## src/rtl/eprobe_pkg.sv

```systemverilog
// eprobe_pkg
// Shared definitions for the E-probe command path: command field positions,
// method codes, scheduler FSM state encoding and a small decode helper.
// Command format: [15:14 method | 13:11 VLED | 10 EN | 9:0 LEDADDR]
package eprobe_pkg;

  localparam int CMD_W_DEF = 16;

  localparam int METH_HI = 15;
  localparam int METH_LO = 14;
  localparam int VLED_HI = 13;
  localparam int VLED_LO = 11;
  localparam int EN_BIT  = 10;
  localparam int ADDR_HI = 9;
  localparam int ADDR_LO = 0;

  localparam logic [1:0] METH_NOP     = 2'b00;
  localparam logic [1:0] METH_PIX     = 2'b01;
  localparam logic [1:0] METH_ALL     = 2'b10;
  localparam logic [1:0] METH_ALL_ALT = 2'b11;

  typedef enum logic [1:0] {
    ST_IDLE  = 2'd0,
    ST_ISSUE = 2'd1,
    ST_DWELL = 2'd2
  } sched_state_e;

  // NOP commands are consumed by the scheduler and never reach the LED FSM.
  function automatic logic is_nop(input logic [1:0] meth);
    return (meth == METH_NOP);
  endfunction

endpackage

```

## src/rtl/eprobe_rr_arb2.sv

```systemverilog
// eprobe_rr_arb2
// Two-requester round-robin arbiter. When both requests are high the
// requester that was not accepted last wins; a lone request always wins.
// The priority pointer only moves when the caller signals an acceptance.
// Ports:
//   clk, rst  : clock, synchronous active-high reset (pointer favours req[0])
//   req[1:0]  : request vector (bit0 host, bit1 scan)
//   advance   : the currently selected request was accepted this cycle
//   sel[1:0]  : one-hot selection (zero when no request)
module eprobe_rr_arb2 (
  input  logic       clk,
  input  logic       rst,
  input  logic [1:0] req,
  input  logic       advance,
  output logic [1:0] sel
);
  import eprobe_pkg::*;

  logic prio_scan;

  always_comb begin
    sel = 2'b00;
    if (req == 2'b11) begin
      sel = prio_scan ? 2'b10 : 2'b01;
    end else begin
      sel = req;
    end
  end

  // After accepting host, scan gets priority next time, and vice versa.
  always_ff @(posedge clk) begin
    if (rst) begin
      prio_scan <= 1'b0;
    end else if (advance) begin
      prio_scan <= sel[0];
    end
  end

endmodule

```

## src/rtl/eprobe_cmd_scheduler.sv

```systemverilog
// eprobe_cmd_scheduler
// Arbitrates LED commands from the host pipe and the autoscan sequencer and
// issues them one at a time to the LED controller over valid/ready. NOP
// commands are swallowed. With EPROBE_SCHED_DWELL_EN defined, a programmable
// idle time follows each issued command so the LED DAC can settle; without
// it the dwell input is ignored.
// Ports:
//   clk, rst                     : clock, synchronous active-high reset
//   host_cmd/valid/ready         : requester 0
//   scan_cmd/valid/ready         : requester 1
//   dwell                        : idle cycles after each issue, sampled at handshake
//   out_cmd/out_valid/out_ready  : downstream command channel
//   grant                        : one-hot owner of command in flight
//   busy                         : FSM not idle
//   issue_cnt                    : issued command count (wraps)
//
// state    | meaning
// ---------+-----------------------------------------------------------
// ST_IDLE  | accepting; ready driven to the round-robin winner
// ST_ISSUE | out_valid high, out_cmd/grant frozen until out_ready
// ST_DWELL | settling delay after an issue (EPROBE_SCHED_DWELL_EN only)
module eprobe_cmd_scheduler #(
  parameter int CMD_W   = 16,
  parameter int DWELL_W = 24
) (
  input  logic               clk,
  input  logic               rst,
  input  logic [CMD_W-1:0]   host_cmd,
  input  logic               host_valid,
  output logic               host_ready,
  input  logic [CMD_W-1:0]   scan_cmd,
  input  logic               scan_valid,
  output logic               scan_ready,
  input  logic [DWELL_W-1:0] dwell,
  output logic [CMD_W-1:0]   out_cmd,
  output logic               out_valid,
  input  logic               out_ready,
  output logic [1:0]         grant,
  output logic               busy,
  output logic [15:0]        issue_cnt
);
  import eprobe_pkg::*;

  sched_state_e state, state_nxt;

  logic [1:0]       sel;
  logic             idle_ok;
  logic             accept;
  logic [CMD_W-1:0] acc_cmd;
  logic             acc_nop;
  logic             load_cmd;
  logic             issue_done;

  // Ready is forced low during reset so no command is consumed while the
  // scheduler is being cleared.
  assign idle_ok    = (state == ST_IDLE) && !rst;
  assign host_ready = sel[0] & idle_ok;
  assign scan_ready = sel[1] & idle_ok;
  assign accept     = (host_valid & host_ready) | (scan_valid & scan_ready);
  assign acc_cmd    = sel[1] ? scan_cmd : host_cmd;
  assign acc_nop    = is_nop(acc_cmd[CMD_W-1 -: 2]);

  assign out_valid  = (state == ST_ISSUE);
  assign busy       = (state != ST_IDLE);
  assign issue_done = out_valid & out_ready;

  eprobe_rr_arb2 u_arb (
    .clk     (clk),
    .rst     (rst),
    .req     ({scan_valid, host_valid}),
    .advance (accept),
    .sel     (sel)
  );

`ifdef EPROBE_SCHED_DWELL_EN
  logic [DWELL_W-1:0] dwell_cnt;
`else
  logic dwell_unused;
  assign dwell_unused = ^dwell;
`endif

  always_comb begin
    state_nxt = state;
    load_cmd  = 1'b0;
    case (state)
      ST_IDLE: begin
        if (accept && !acc_nop) begin
          load_cmd  = 1'b1;
          state_nxt = ST_ISSUE;
        end
      end
      ST_ISSUE: begin
        if (out_ready) begin
`ifdef EPROBE_SCHED_DWELL_EN
          state_nxt = (dwell == '0) ? ST_IDLE : ST_DWELL;
`else
          state_nxt = ST_IDLE;
`endif
        end
      end
`ifdef EPROBE_SCHED_DWELL_EN
      ST_DWELL: begin
        // Leaving when the count is 1 makes the idle gap exactly dwell cycles.
        if (dwell_cnt <= DWELL_W'(1)) begin
          state_nxt = ST_IDLE;
        end
      end
`endif
      default: state_nxt = ST_IDLE;
    endcase
  end

  always_ff @(posedge clk) begin
    if (rst) begin
      state     <= ST_IDLE;
      out_cmd   <= '0;
      grant     <= 2'b00;
      issue_cnt <= 16'd0;
    end else begin
      state <= state_nxt;
      if (load_cmd) begin
        out_cmd <= acc_cmd;
        grant   <= sel;
      end else if (state != ST_IDLE && state_nxt == ST_IDLE) begin
        grant <= 2'b00;
      end
      if (issue_done) begin
        issue_cnt <= issue_cnt + 16'd1;
      end
    end
  end

`ifdef EPROBE_SCHED_DWELL_EN
  always_ff @(posedge clk) begin
    if (rst) begin
      dwell_cnt <= '0;
    end else if (issue_done) begin
      dwell_cnt <= dwell;
    end else if (state == ST_DWELL) begin
      dwell_cnt <= dwell_cnt - DWELL_W'(1);
    end
  end
`endif

endmodule

```

## config.mk

```make
export PLATFORM = sky130hd
export DESIGN_NAME = eprobe_cmd_scheduler
export DESIGN_NICKNAME = d
export VERILOG_FILES = /design/src/rtl/eprobe_pkg.sv /design/src/rtl/eprobe_rr_arb2.sv /design/src/rtl/eprobe_cmd_scheduler.sv
export SDC_FILE = /design/constraint.sdc
export NUM_CORES = 1
export LEC_CHECK = 0
export BUFFER_PORTS_ARGS = -buffer_cell sky130_fd_sc_hd__clkbuf_2
export CAP_MARGIN = 20
export CELL_PAD_IN_SITES_DETAIL_PLACEMENT = 2
export CELL_PAD_IN_SITES_GLOBAL_PLACEMENT = 2
export CORE_ASPECT_RATIO = 1.5
export CORE_MARGIN = 3
export CORE_UTILIZATION = 22
export DETAILED_ROUTE_END_ITERATION = 6
export GPL_TIMING_DRIVEN = 0
export PLACE_DENSITY = 0.86
export SYNTH_ARGS = -nofsm -noshare
export SYNTH_HDL_FRONTEND = slang
export SYNTH_SLANG_ARGS = --single-unit
```

## constraint.sdc

```tcl
create_clock -name clk -period 1.6 [get_ports clk]
set_input_delay 0 -clock clk [delete_from_list [all_inputs] [get_ports clk]]
set_output_delay 0 -clock clk [all_outputs]
set_load 0.01 [all_outputs]
```

## Word-level counts from Yosys, hierarchy flattened

Cells that the tools add are included.
W data, S select, Z words.

| operators by class | value |
|---|---|
| add/sub/neg operators | 1 |
| equal/unequal tests | 2 |
| mux-type cells | 10 |
| bitwise operators | 6 |
| reduce and logical (&&, ||, !) cells | 10 |

Operators with widths:

| operator | number |
|---|---|
| $add A16 B1 Y16 const B | 1 |
| $mux W16 | 1 |
| $mux W2 | 6 |
| $logic_not A2 Y1 | 3 |
| $and A1 B1 Y1 | 5 |
| $pmux W2 S2 | 1 |
| $reduce_bool A2 Y1 | 2 |
| $logic_and A1 B1 Y1 | 3 |
| $eq A2 B1 Y1 const B | 1 |
| $eq A2 B2 Y1 const B | 1 |
| $logic_not A1 Y1 | 2 |
| $mux W1 | 2 |
| $or A1 B1 Y1 | 1 |

| storage, ports and cells | value |
|---|---|
| bits in registers | 37 |
| bits of input ports | 61 |
| output and inout port bits | 38 |
| word-level logic and storage cells | 34 |

## Logic depth before layout (Yosys ltp)

Gate-level depths: netlist (run 1).

| depth | value |
|---|---|
| depth after elaboration | 12 |
| mapped depth | 6 |
| gate-level depth less buffers | 5 |

## Modules after synthesis

A second synthesis (run 1) with hierarchy kept.

| second synthesis, totals | value |
|---|---|
| cells, all modules | 185 |
| area total of the unflattened synthesis | 1770.4 um^2 |

By module, submodules not included:

| module | times used | cells each | area an instance (um^2) | sequential area each (um^2) |
|---|---|---|---|---|
| eprobe_cmd_scheduler | 1 | 178 | 1702.9 | 720.7 |
| eprobe_rr_arb2 | 1 | 7 | 67.6 | 20.0 |

## Worst setup path after synthesis (run 1)

OpenSTA, ideal clock, no wires.

| path | value |
|---|---|
| path kind | reg-to-reg |
| start | register issue_cnt[3] |
| end | register issue_cnt[15] |
| setup time | 70 ps |
| arrival time | 1662 ps |
| required time | 1530 ps |
| slack | -131 ps |
| stages on the path, launching flop included | 5 |
| path buffers | 0 |
| clock period less this slack | 1731 ps |
| cell sequence | dfxtp_1 nand4_4 or4_4 or3_1 a21oi_1 |

| between the ends | value |
|---|---|
| longest elaborated chain between the ends | 1 |

RTL lines:

| item | RTL line | RTL |
|---|---|---|
| start: declaration | eprobe_cmd_scheduler.sv:40 | `output logic [15:0] issue_cnt` |
| start signal: assignment | eprobe_cmd_scheduler.sv:128 | `issue_cnt <= issue_cnt + 16'd1;` |
| $add A16 B1 Y16 | eprobe_cmd_scheduler.sv:128 |  |

No other way between the ends.
A chain may end at the register's enable or synchronous reset.

## Worst setup path after layout (run 1)

| path | value |
|---|---|
| start | register issue_cnt[8] |
| end | register issue_cnt[15] |

Same word-level chain as after synthesis.

==> results of run 1 <==
## power by group
part,switching [mW],internal (mW),leakage [nW],total [mW]
Sequential,0.0267,0.951,0.310,0.978
Combinational,0.147,0.136,0.899,0.284
Clock,0.364,0.612,0.0700,0.975
## cells in the mapped netlist, types with 2 or more instances
cell type | number | area (sq um)
nand2_1 | 7 | 26.28
inv_1 | 6 | 22.52
o21ai_0 | 6 | 30.03
dfxtp_1 | 37 | 740.7
a211oi_1 | 2 | 15.01
nor2b_1 | 3 | 18.77
o21bai_1 | 2 | 15.01
buf_2 | 3 | 15.01
nor3_1 | 6 | 30.03
and3_1 | 3 | 18.77
nor2_1 | 16 | 60.06
clkbuf_1 | 4 | 15.01
xnor2_1 | 6 | 52.55
a31o_2 | 2 | 17.52
nand2b_1 | 18 | 112.6
buf_1 | 2 | 7.510
xor2_1 | 4 | 35.03
nor4_1 | 5 | 31.28
nand4b_1 | 2 | 17.52
mux2i_1 | 28 | 280.3
a21oi_1 | 9 | 45.04
nand3_1 | 10 | 50.05
## critical path, delay by kind of cell, from the launching register on
kind             cells  cell delay, ns
AO/OA/AOI/OAI        1            0.12
flip-flops           1            0.39
AND/OR/NAND/NOR      3            1.00
## cells in the final DEF, fill, tap and decap left out, types with 2 or more instances in the layout
master and count:
nor4_2 3, nand2b_1 17, or4_4 2, nand4b_1 2, a31o_2 2, dfxtp_1 23
a21oi_1 9, xnor2_1 6, buf_6 3, dfxtp_2 6, a211oi_1 2, nor2b_1 3
buf_4 8, o21bai_1 2, clkbuf_1 4, o21ai_0 5, nor3_1 5, mux2i_1 28
nor2_1 16, nand2_1 7, nand3_1 10, xor2_1 3, and3_1 3, clkbuf_16 5
inv_1 6, dfxtp_4 8, clkbuf_2 73
## state kept, by name, indices dropped and copies added, names as in the netlist
name	flops
issue_cnt	16
out_cmd	16
u_arb.prio_scan	1
grant	2
state	2
## metal layers
| metal | share of wire (%) | vias up | routed length [um] | track usage (%) |
|---|---|---|---|---|
| met3 | 4.5 | 2 | 289 | 3.369 |
| met5 | 0 | - | 0 | 0 |
| met2 | 59 | 47 | 3755 | 28.10 |
| li1 | - | 859 | - | - |
| met1 | 36 | 889 | 2317 | 14.02 |
| met4 | 0.80 | 0 | 51 | 4.397 |
## logic make-up (layout without fill, tap and decap cells)
group                    count (synthesis)  in the layout  synth area share, %
other                                    1              1               0.2077
adder cells (fa/ha/maj)                  1              1               0.6929
XOR/XNOR                                10             10                4.851
AO/OA/AOI/OAI                           24             24                8.316
buffers and inverters                   15            103                3.326
flip-flops                              37             37                41.03
multiplexers                            29             29                16.15
AND/OR/NAND/NOR                         78             78                25.43
## path summary, 6_finish.rpt
path	endpoint	slack, ns	cells past startpoint	start
worst min-delay path	out_cmd[1]$_SDFFE_PP0N_	0.007	3	scan_cmd[1]
worst max register to register	issue_cnt[15]$_SDFFE_PP0P_	0.02	4	issue_cnt[8]$_SDFFE_PP0P_
worst max-delay path	issue_cnt[15]$_SDFFE_PP0P_	0.02	4	issue_cnt[8]$_SDFFE_PP0P_
worst min register to register	out_cmd[2]$_SDFFE_PP0N_	0.48	2	out_cmd[2]$_SDFFE_PP0N_
## cell type report
type | instances | share of cell area [%]
Multi-Input combinational cell | 143 | 40.88
Sequential cell | 37 | 29.40
Timing Repair Buffer | 82 | 16.49
Clock buffer | 7 | 5.388
Tap cell | 102 | 4.820
Buffer | 8 | 2.174
Inverter | 6 | 0.8507
## timing repair
action / CTS / global route
gates resized for setup: 29 / 9
setup endpoints to repair: 18 / 15
buffers inserted: 9 / 0
pin swaps: 5 / 1
==> impl_results.md, run 1 <==
* Outcome: finished, final reports clean
* CP startpoint kind: flip-flop
* Vias at about 1800
* Worst hold-check path type: input port to flip-flop
* Number of cells produced by synthesis at 195
* Post-detail-place hpwl at 4702 um
* Number of primary I/O pins at 99
* Final core occ at 33.91%
* Min Hold Slack at about 0.0073 ns
* Worst Path Arrival at 1.79 ns
* Final Hold Vio Count at 0
* Pin count of the biggest net entering global routing at 11
* Synthesis Warnings at 0
* Via count of the first global-routing pass at 2046
* Net count, final at around 350
* Max IR drop VDD at between 0.5 and 0.6 mV
* Core Region at 7807 sq um
* Overflow left after global routing at 0
* Final Non-Filler Cells at 385
* Share of flip-flops with an asynchronous set or reset at 0%
* Chain of cells forming the critical path: nand3_1, or4_4, or3_1, a21oi_1
* Synthesized Nets at 257
* Fmax achieved at 632.0 MHz
* Clock latency on the worst-skew pair at 0.28 ns
* Detailed-router iteration count before antenna repair at 4
* Starting utilization of the core area at 23.13%
* Required time of the worst setup path at 1.81 ns
* Post-route clock period utilization at between 90% and 100%
* Crit path kind: flip-flop to flip-flop
* Number of flip-flops and latches in the synthesized netlist at 37
* Clock tree from TritonCTS: yes
* Post-synth EDFFs at 0
* Most frequently used flop master after synthesis: dfxtp_1
* Setup TNS after final layout at 0 ns
* Routability cong. at ~0.73
* Nature of the critical path endpoint: flip-flop
* Worst slack at placement at -0.3235 ns
* Post-Synthesis Mean Instance Area at 9.259 sq um
* Mapped Area at 1805 sq um
* Count of H-tree levels built during CTS at 2
* Final-layout fill cell count at roughly 900
* Global-route wire length before repair at 10140 um
* Post-route design area at approximately 2600 sq um
* DRC at 0
* Library cell used as clock root buffer: clkbuf_16
* Die Area at around 9400 sq um
* Max Buffers Root-to-Sink at 2
* Max-slew violations at 0
* Port-buffer cells at 73
* Num rows at 39
* Number of max-cap violations at 0
* Placed cells at 370
* Avg WL per Cell at approximately 17 um
* Post-layout min period at 1.582 ns
* Antenna viol nets, final at 0
* Static Leak at 1.279 nW
* Cell type of the slowest stage on the worst timing path: or4_4
* Register area share after synthesis at 41.03%
* Area growth syn-to-layout at 46.64%
* Skew final at 0.006854 ns
* PnR worst setup slack at 0.01772 ns
* Register Area at 778.2 sq um
* Share of final-layout standard cells stronger than drive strength 1 at between 40% and 50%
* Footprint of the multi-input gates at 1082 sq um
* RSZ-0062 raised after global routing: true
* Num CTS Buffers at 5
* Starting DRT DRC Count at 69
* Die Span Y at 117.0 um
* Antenna violations before repair at 0
* Total power density per cell area at 844.9 nW/um^2
* Number of clock sinks at 37
* Setup violation total in the final timing report at 0
* Number of buffers inserted by hold repair at cts at 0
* Die boundary width at between 70 and 80 um
* Number of vias per cell after detailed routing at 4.668
* Largest incremental delay on the critical path at ~0.56 ns
* Overall power at 2.237 mW
* Cell Area, Placed at around 2300 sq um
* Synth cell types at 36
* CTS clock-pin slew for the worst setup and hold paths at 0.06 ns
* Overall global routing resource usage at 14.10%
* Number of diodes added for antenna fixing at 0
* Highest fanout seen on the critical path at 4
* Wire length after detailed routing at 6413 um
Power figures use the tool's default switching activity.
==> run 2: changes to the inputs <==
SETUP_SLACK_MARGIN = 0.15   (was not set)
==> impl_results.md, run 2 (synthesis results as in run 1) <==
* Violations in the final reports: negative setup slack
* Number of clock sinks at 37 (unchanged)
* Share of final-layout standard cells stronger than drive strength 1 at 46.47% (+3.0 points)
* Highest fanout seen on the critical path at 5 (+1)
* Number of vias per cell after detailed routing at 4.696 (+0.60%)
* Startpoint of the lowest-slack register-to-register path: state[0]$_SDFF_PP0_
* Max Buffers Root-to-Sink at 2 (unchanged)
* Pin count of the biggest net entering global routing at 11 (unchanged)
* Min Hold Slack at 0.008300 ns (+0.0009548 ns)
* Cell type of the slowest stage on the worst timing path: or4_4
* Critical Path Start: state[0]$_SDFF_PP0_
* Highest metal used: met4
* Area growth syn-to-layout at 63.48%
* Commonest non-fill, non-tap cell in the layout: clkbuf_2
* Library cell used as clock root buffer: clkbuf_16
* Static Leak at 1.432 nW (+12%)
* Post-detail-place hpwl at 4490 um (-4.5%)
* Overall power at 2.306 mW (+3.1%)
* Worst hold-check path type: input port to flip-flop
* Skew final at 0.005334 ns (-0.001520 ns)
* Cell Area, Placed at 2372 sq um (+2.7%)
* Clock latency on the worst-skew pair at 0.28 ns (about the same)
* Routability cong. at 0.8039 (+11%)
* Actual transition at the worst max-transition pin at ~0.52 ns
* Setup violation total in the final timing report at 1 (+1)
* Nature of the critical path endpoint: flip-flop
* Number of primary I/O pins at 99 (unchanged)
* Crit path kind: flip-flop to flip-flop
* Num CTS Buffers at 5 (unchanged)
* Antenna violations before repair at 0 (unchanged)
* Top Registers: issue_cnt x16, out_cmd x16
* Avg WL per Cell at 16.42 um (-1.4%)
* Post-layout min period at 1.630 ns (+0.04820 ns)
* Register Area at 777.0 sq um (-0.16%)
* Number of max-cap violations at 0 (unchanged)
* Vias at 1944 (+8.2%)
* WL met2 at 3983 um (+6.1%)
* Die Span Y at 117.0 um (unchanged)
* End of the worst register-to-register path: issue_cnt[15]$_SDFFE_PP0P_
* Met3 routed wirelength at 345 um (+19%)
* RSZ-0062 raised after global routing: true
* Number of diodes added for antenna fixing at 0 (unchanged)
* Final Hold Vio Count at 0 (unchanged)
* PnR worst setup slack at -0.03049 ns (-0.04821 ns)
* Largest incremental delay on the critical path at 0.56 ns (about the same)
* Length of routed wiring on met1 at 2368 um (+2.2%)
* Worst setup endpoint: issue_cnt[15]$_SDFFE_PP0P_
* Final Non-Filler Cells at 414 (+7.5%)
* Final core occ at 37.80% (+3.9 points)
* CP startpoint kind: flip-flop
* Detailed-router iteration count before antenna repair at 4 (unchanged)
* Max-slew violations at 0 (unchanged)
* Starting utilization of the core area at 23.13% (unchanged)
* Worst Path Arrival at 1.85 ns (+0.06 ns)
* CTS clock-pin slew for the worst setup and hold paths at 0.06 ns (about the same)
* Slew margin rel. at between 60% and 70%
* Total power density per cell area at 781.1 nW/um^2 (-7.5%)
* Antenna viol nets, final at 0 (unchanged)
* Outcome: finished with violations
* Post-route design area at 2952 sq um (+11%)
* Port-buffer cells at 73 (unchanged)
* Clock tree from TritonCTS: yes
* Via count of the first global-routing pass at 2097 (+2.5%)
* Count of H-tree levels built during CTS at 2 (unchanged)
* Core Region at 7807 sq um (unchanged)
* Post-route clock period utilization at 101.9% (+3.0 points)
* Overall global routing resource usage at 14.79% (+0.69 points)
* Wire length after detailed routing at 6799 um (+6.0%)
* Net count, final at 374 (+8.4%)
* Required time of the worst setup path at 1.82 ns (about the same)
* DRC at 0 (unchanged)
* Starting DRT DRC Count at 35 (-49%)
* Num rows at 39 (unchanged)
* Reg2Reg Depth at 4 (unchanged)
* Global-route wire length before repair at 10610 um (+4.7%)
* Overflow left after global routing at 0 (unchanged)
* Chain of cells forming the critical path: nand4b_4, or4_4, or3_4, a21oi_2
* Footprint of the multi-input gates at 1125 sq um (+3.9%)
* Most frequent cells in the layout: 73 x clkbuf_2, 28 x mux2i_1, 24 x dfxtp_1
* Worst setup slack for register-to-register paths at -0.03 ns (-0.05 ns)
* Final-layout fill cell count at 881 (-3.8%)
* Worst slack at placement at -0.1121 ns (+0.2114 ns)
* Fmax achieved at 613.3 MHz (-3.0%)
* Die Area at 9352 sq um (unchanged)
* Setup TNS after final layout at -0.03049 ns (-0.03049 ns)
* Max IR drop VDD at 0.5260 mV (+2.2%)
* Die boundary width at 79.97 um (unchanged)
* Placed cells at 370 (unchanged)
==> run 2: cell types whose count changed in the layout (fill, tap and decap cells not counted), moves of 2 or more <==
cell,before,now
buf_4,8,23
dlygate4sd3_1,0,12
nor2_1,16,14
nor2_2,0,2
o21ai_0,5,3
o21ai_1,0,2
==> run 2: metal layers <==
layer	global-route usage, %	vias up
met5	0	-
met4	4.735	0
met3	3.675	9
met2	29.81	56
met1	14.29	958
li1	-	921
==> run 2: power by group <==
group | switching (mW) | leakage [nW] | total (mW) | internal (mW)
Sequential | 0.0239 | 0.310 | 0.975 | 0.951
Combinational | 0.163 | 1.05 | 0.338 | 0.175
Clock | 0.381 | 0.0700 | 0.993 | 0.612
==> run 2: cell type report <==
cell class	count	area share, %
tap	102	4.324
buffer	9	2.586
timing repair buffer	110	23.06
clock buffer	7	4.833
inverter	6	0.7630
multi-input combinational	143	38.11
sequential	37	26.32
==> run 2: worst max-delay path: cells and delay by family (launching register included) <==
kind / cells / cell delay, ns
AO/OA/AOI/OAI: 1 / 0.12
AND/OR/NAND/NOR: 3 / 1.05
flip-flops: 1 / 0.40
==> run 2: worst min-delay path by stage <==
stage / from / to / slack, ns / cells past startpoint
6_report: host_cmd[12] / out_cmd[12]$_SDFFE_PP0N_ / 0.008 / 3
5_1_grt: scan_cmd[8] / out_cmd[8]$_SDFFE_PP0N_ / 0.02 / 3
4_1_cts: scan_cmd[8] / out_cmd[8]$_SDFFE_PP0N_ / 0.003 / 3
3_5_place_dp: host_cmd[5] / out_cmd[5]$_SDFFE_PP0N_ / 0.29 / 3
3_3_place_gp: scan_cmd[5] / out_cmd[5]$_SDFFE_PP0N_ / 0.27 / 3
2_1_floorplan: out_ready / issue_cnt[1]$_SDFFE_PP0P_ / 0.15 / 2
==> run 2: repair_timing <==
| action | 4_1_cts | 5_1_grt |
|---|---|---|
| endpoints found under the hold margin | 7 | 0 |
| endpoints found under the setup margin | 22 | 26 |
| hold buffers | 12 | 0 |
| pin swaps | 3 | 5 |
| gates resized for setup | 14 | 18 |
| setup buffers | 17 | 8 |
==> run 3: changes to the inputs <==
--- a/constraint.sdc
+++ b/constraint.sdc
@@ -3,2 +3,2 @@
 set_output_delay 0 -clock clk [all_outputs]
-set_load 0.01 [all_outputs]
+set_load 0.02 [all_outputs]
==> impl_results.md, run 3 (synthesis results as in run 1) <==
* Starting DRT DRC Count at 31 (-11%)
* Via count of the first global-routing pass at 2106 (+0.43%)
* PnR worst setup slack at 0.02862 ns (+0.05911 ns)
* Detailed-router iteration count before antenna repair at 4 (unchanged)
* Highest fanout seen on the critical path at 4 (-1)
* Outcome: finished, final reports clean
* Area growth syn-to-layout at 59.32%
* Overall global routing resource usage at 14.03% (-0.76 points)
* Setup violation total in the final timing report at 0 (-1)
* Num CTS Buffers at 5 (unchanged)
* Nature of the critical path endpoint: flip-flop
* Number of primary I/O pins at 99 (unchanged)
* Antenna viol nets, final at 0 (unchanged)
* Die Span Y at 117.0 um (unchanged)
* CTS clock-pin slew for the worst setup and hold paths at 0.06 ns (about the same)
* WL met2 at 3792 um (-4.8%)
* Share of final-layout standard cells stronger than drive strength 1 at 47.49% (+1.0 points)
* Met3 routed wirelength at 251 um (-27%)
* Worst hold-check path type: input port to flip-flop
* Worst slack at placement at -0.08253 ns (+0.02958 ns)
* Post-layout min period at 1.571 ns (-0.05911 ns)
* Post-route clock period utilization at 98.21% (-3.7 points)
* Final Non-Filler Cells at 401 (-3.1%)
* Pin count of the biggest net entering global routing at 13 (+2)
* Die Area at 9352 sq um (unchanged)
* Total power density per cell area at 880.6 nW/um^2 (+13%)
* Overall power at 2.533 mW (+9.9%)
* RSZ-0062 raised after global routing: true
* Vias at 1856 (-4.5%)
* Length of routed wiring on met1 at 2333 um (-1.5%)
* Critical Path Start: issue_cnt[6]$_SDFFE_PP0P_
* Final Hold Vio Count at 0 (unchanged)
* Min Hold Slack at 0.001175 ns (-0.007125 ns)
* Max Buffers Root-to-Sink at 2 (unchanged)
* Max-slew violations at 0 (unchanged)
* Antenna violations before repair at 0 (unchanged)
* Wire length after detailed routing at 6442 um (-5.3%)
* Post-detail-place hpwl at 4481 um (-0.20%)
* Top Registers: issue_cnt x16, out_cmd x16
* Commonest non-fill, non-tap cell in the layout: clkbuf_2
* Setup TNS after final layout at 0 ns (+0.03049 ns)
* Cell Area, Placed at 2370 sq um (-0.11%)
* Library cell used as clock root buffer: clkbuf_16
* Launch point of the worst hold path: scan_cmd[2]
* Static Leak at 1.395 nW (-2.6%)
* Port-buffer cells at 73 (unchanged)
* Routability cong. at 0.7710 (-4.1%)
* Most frequent cells in the layout: 72 x clkbuf_2, 28 x mux2i_1, 22 x dfxtp_1
* Final-layout fill cell count at 880 (-0.11%)
* Skew final at 0.009151 ns (+0.003816 ns)
* Placed cells at 370 (unchanged)
* Count of H-tree levels built during CTS at 2 (unchanged)
* Startpoint of the lowest-slack register-to-register path: issue_cnt[6]$_SDFFE_PP0P_
* Overflow left after global routing at 0 (unchanged)
* Post-route design area at 2877 sq um (-2.5%)
* CP startpoint kind: flip-flop
* Global-route wire length before repair at 10200 um (-3.9%)
* Crit path kind: flip-flop to flip-flop
* Required time of the worst setup path at 1.81 ns (about the same)
* Core Region at 7807 sq um (unchanged)
* Max IR drop VDD at 0.4199 mV (-20%)
* Starting utilization of the core area at 23.13% (unchanged)
* Number of max-cap violations at 0 (unchanged)
* DRC at 0 (unchanged)
* Clock tree from TritonCTS: yes
* Final core occ at 36.84% (-0.96 points)
* Number of vias per cell after detailed routing at 4.628 (-1.4%)
* Number of diodes added for antenna fixing at 0 (unchanged)
* Worst Path Arrival at 1.78 ns (-0.07 ns)
* Net count, final at 360 (-3.7%)
* Clock latency on the worst-skew pair at 0.28 ns (about the same)
* Fmax achieved at 636.4 MHz (+3.8%)
* Number of clock sinks at 37 (unchanged)
* Num rows at 39 (unchanged)
* Highest metal used: met4
* Die boundary width at 79.97 um (unchanged)
* Avg WL per Cell at 16.06 um (-2.2%)
==> run 3: per-layer routing <==
layer  vias to the layer above  track usage [%]
li1                        887                -
met1                       912            13.86
met2                        50            28.48
met3                         7            3.063
met4                         0            3.946
met5                         -                0
==> run 3: area by class of cell <==
| type | count | area, sq um | area share, % |
|---|---|---|---|
| sequential | 37 | 782.0 | 27.19 |
| buffer | 9 | 77.57 | 2.697 |
| timing repair buffer | 96 | 565.5 | 19.66 |
| clock buffer | 6 | 150.1 | 5.220 |
| inverter | 6 | 22.52 | 0.7829 |
| multi-input combinational | 143 | 1116 | 38.80 |
| clock inverter | 2 | 35.03 | 1.218 |
| tap | 102 | 127.6 | 4.437 |
==> run 3: report_power, final <==
group | switching [mW] | internal (mW)
Sequential | 0.0244 | 0.949
Clock | 0.392 | 0.827
Combinational | 0.184 | 0.156
Total | 0.601 | 1.93
==> run 3: worst max-delay path, stage by stage, from the launching register on <==
cell and delay [ns]:
dfxtp_4 0.37, nand4_4 0.13, or4_4 0.57, or3_1 0.32, a21oi_1 0.12
==> run 3: path summary, 6_finish.rpt <==
kind                                end  cells past startpoint  slack [ns]
max          issue_cnt[15]$_SDFFE_PP0P_                      4        0.03
max reg2reg  issue_cnt[15]$_SDFFE_PP0P_                      4        0.03
min reg2reg     out_cmd[0]$_SDFFE_PP0N_                      2        0.48
min             out_cmd[2]$_SDFFE_PP0N_                      3       0.001
==> run 3: what timing repair did <==
action / CTS / global route
hold endpoints to repair: 4 / 0
setup endpoints to repair: 23 / 26
resized for setup: 21 / 16
pin swaps: 4 / 2
buffers inserted: 14 / 5
hold buffers: 4 / 0
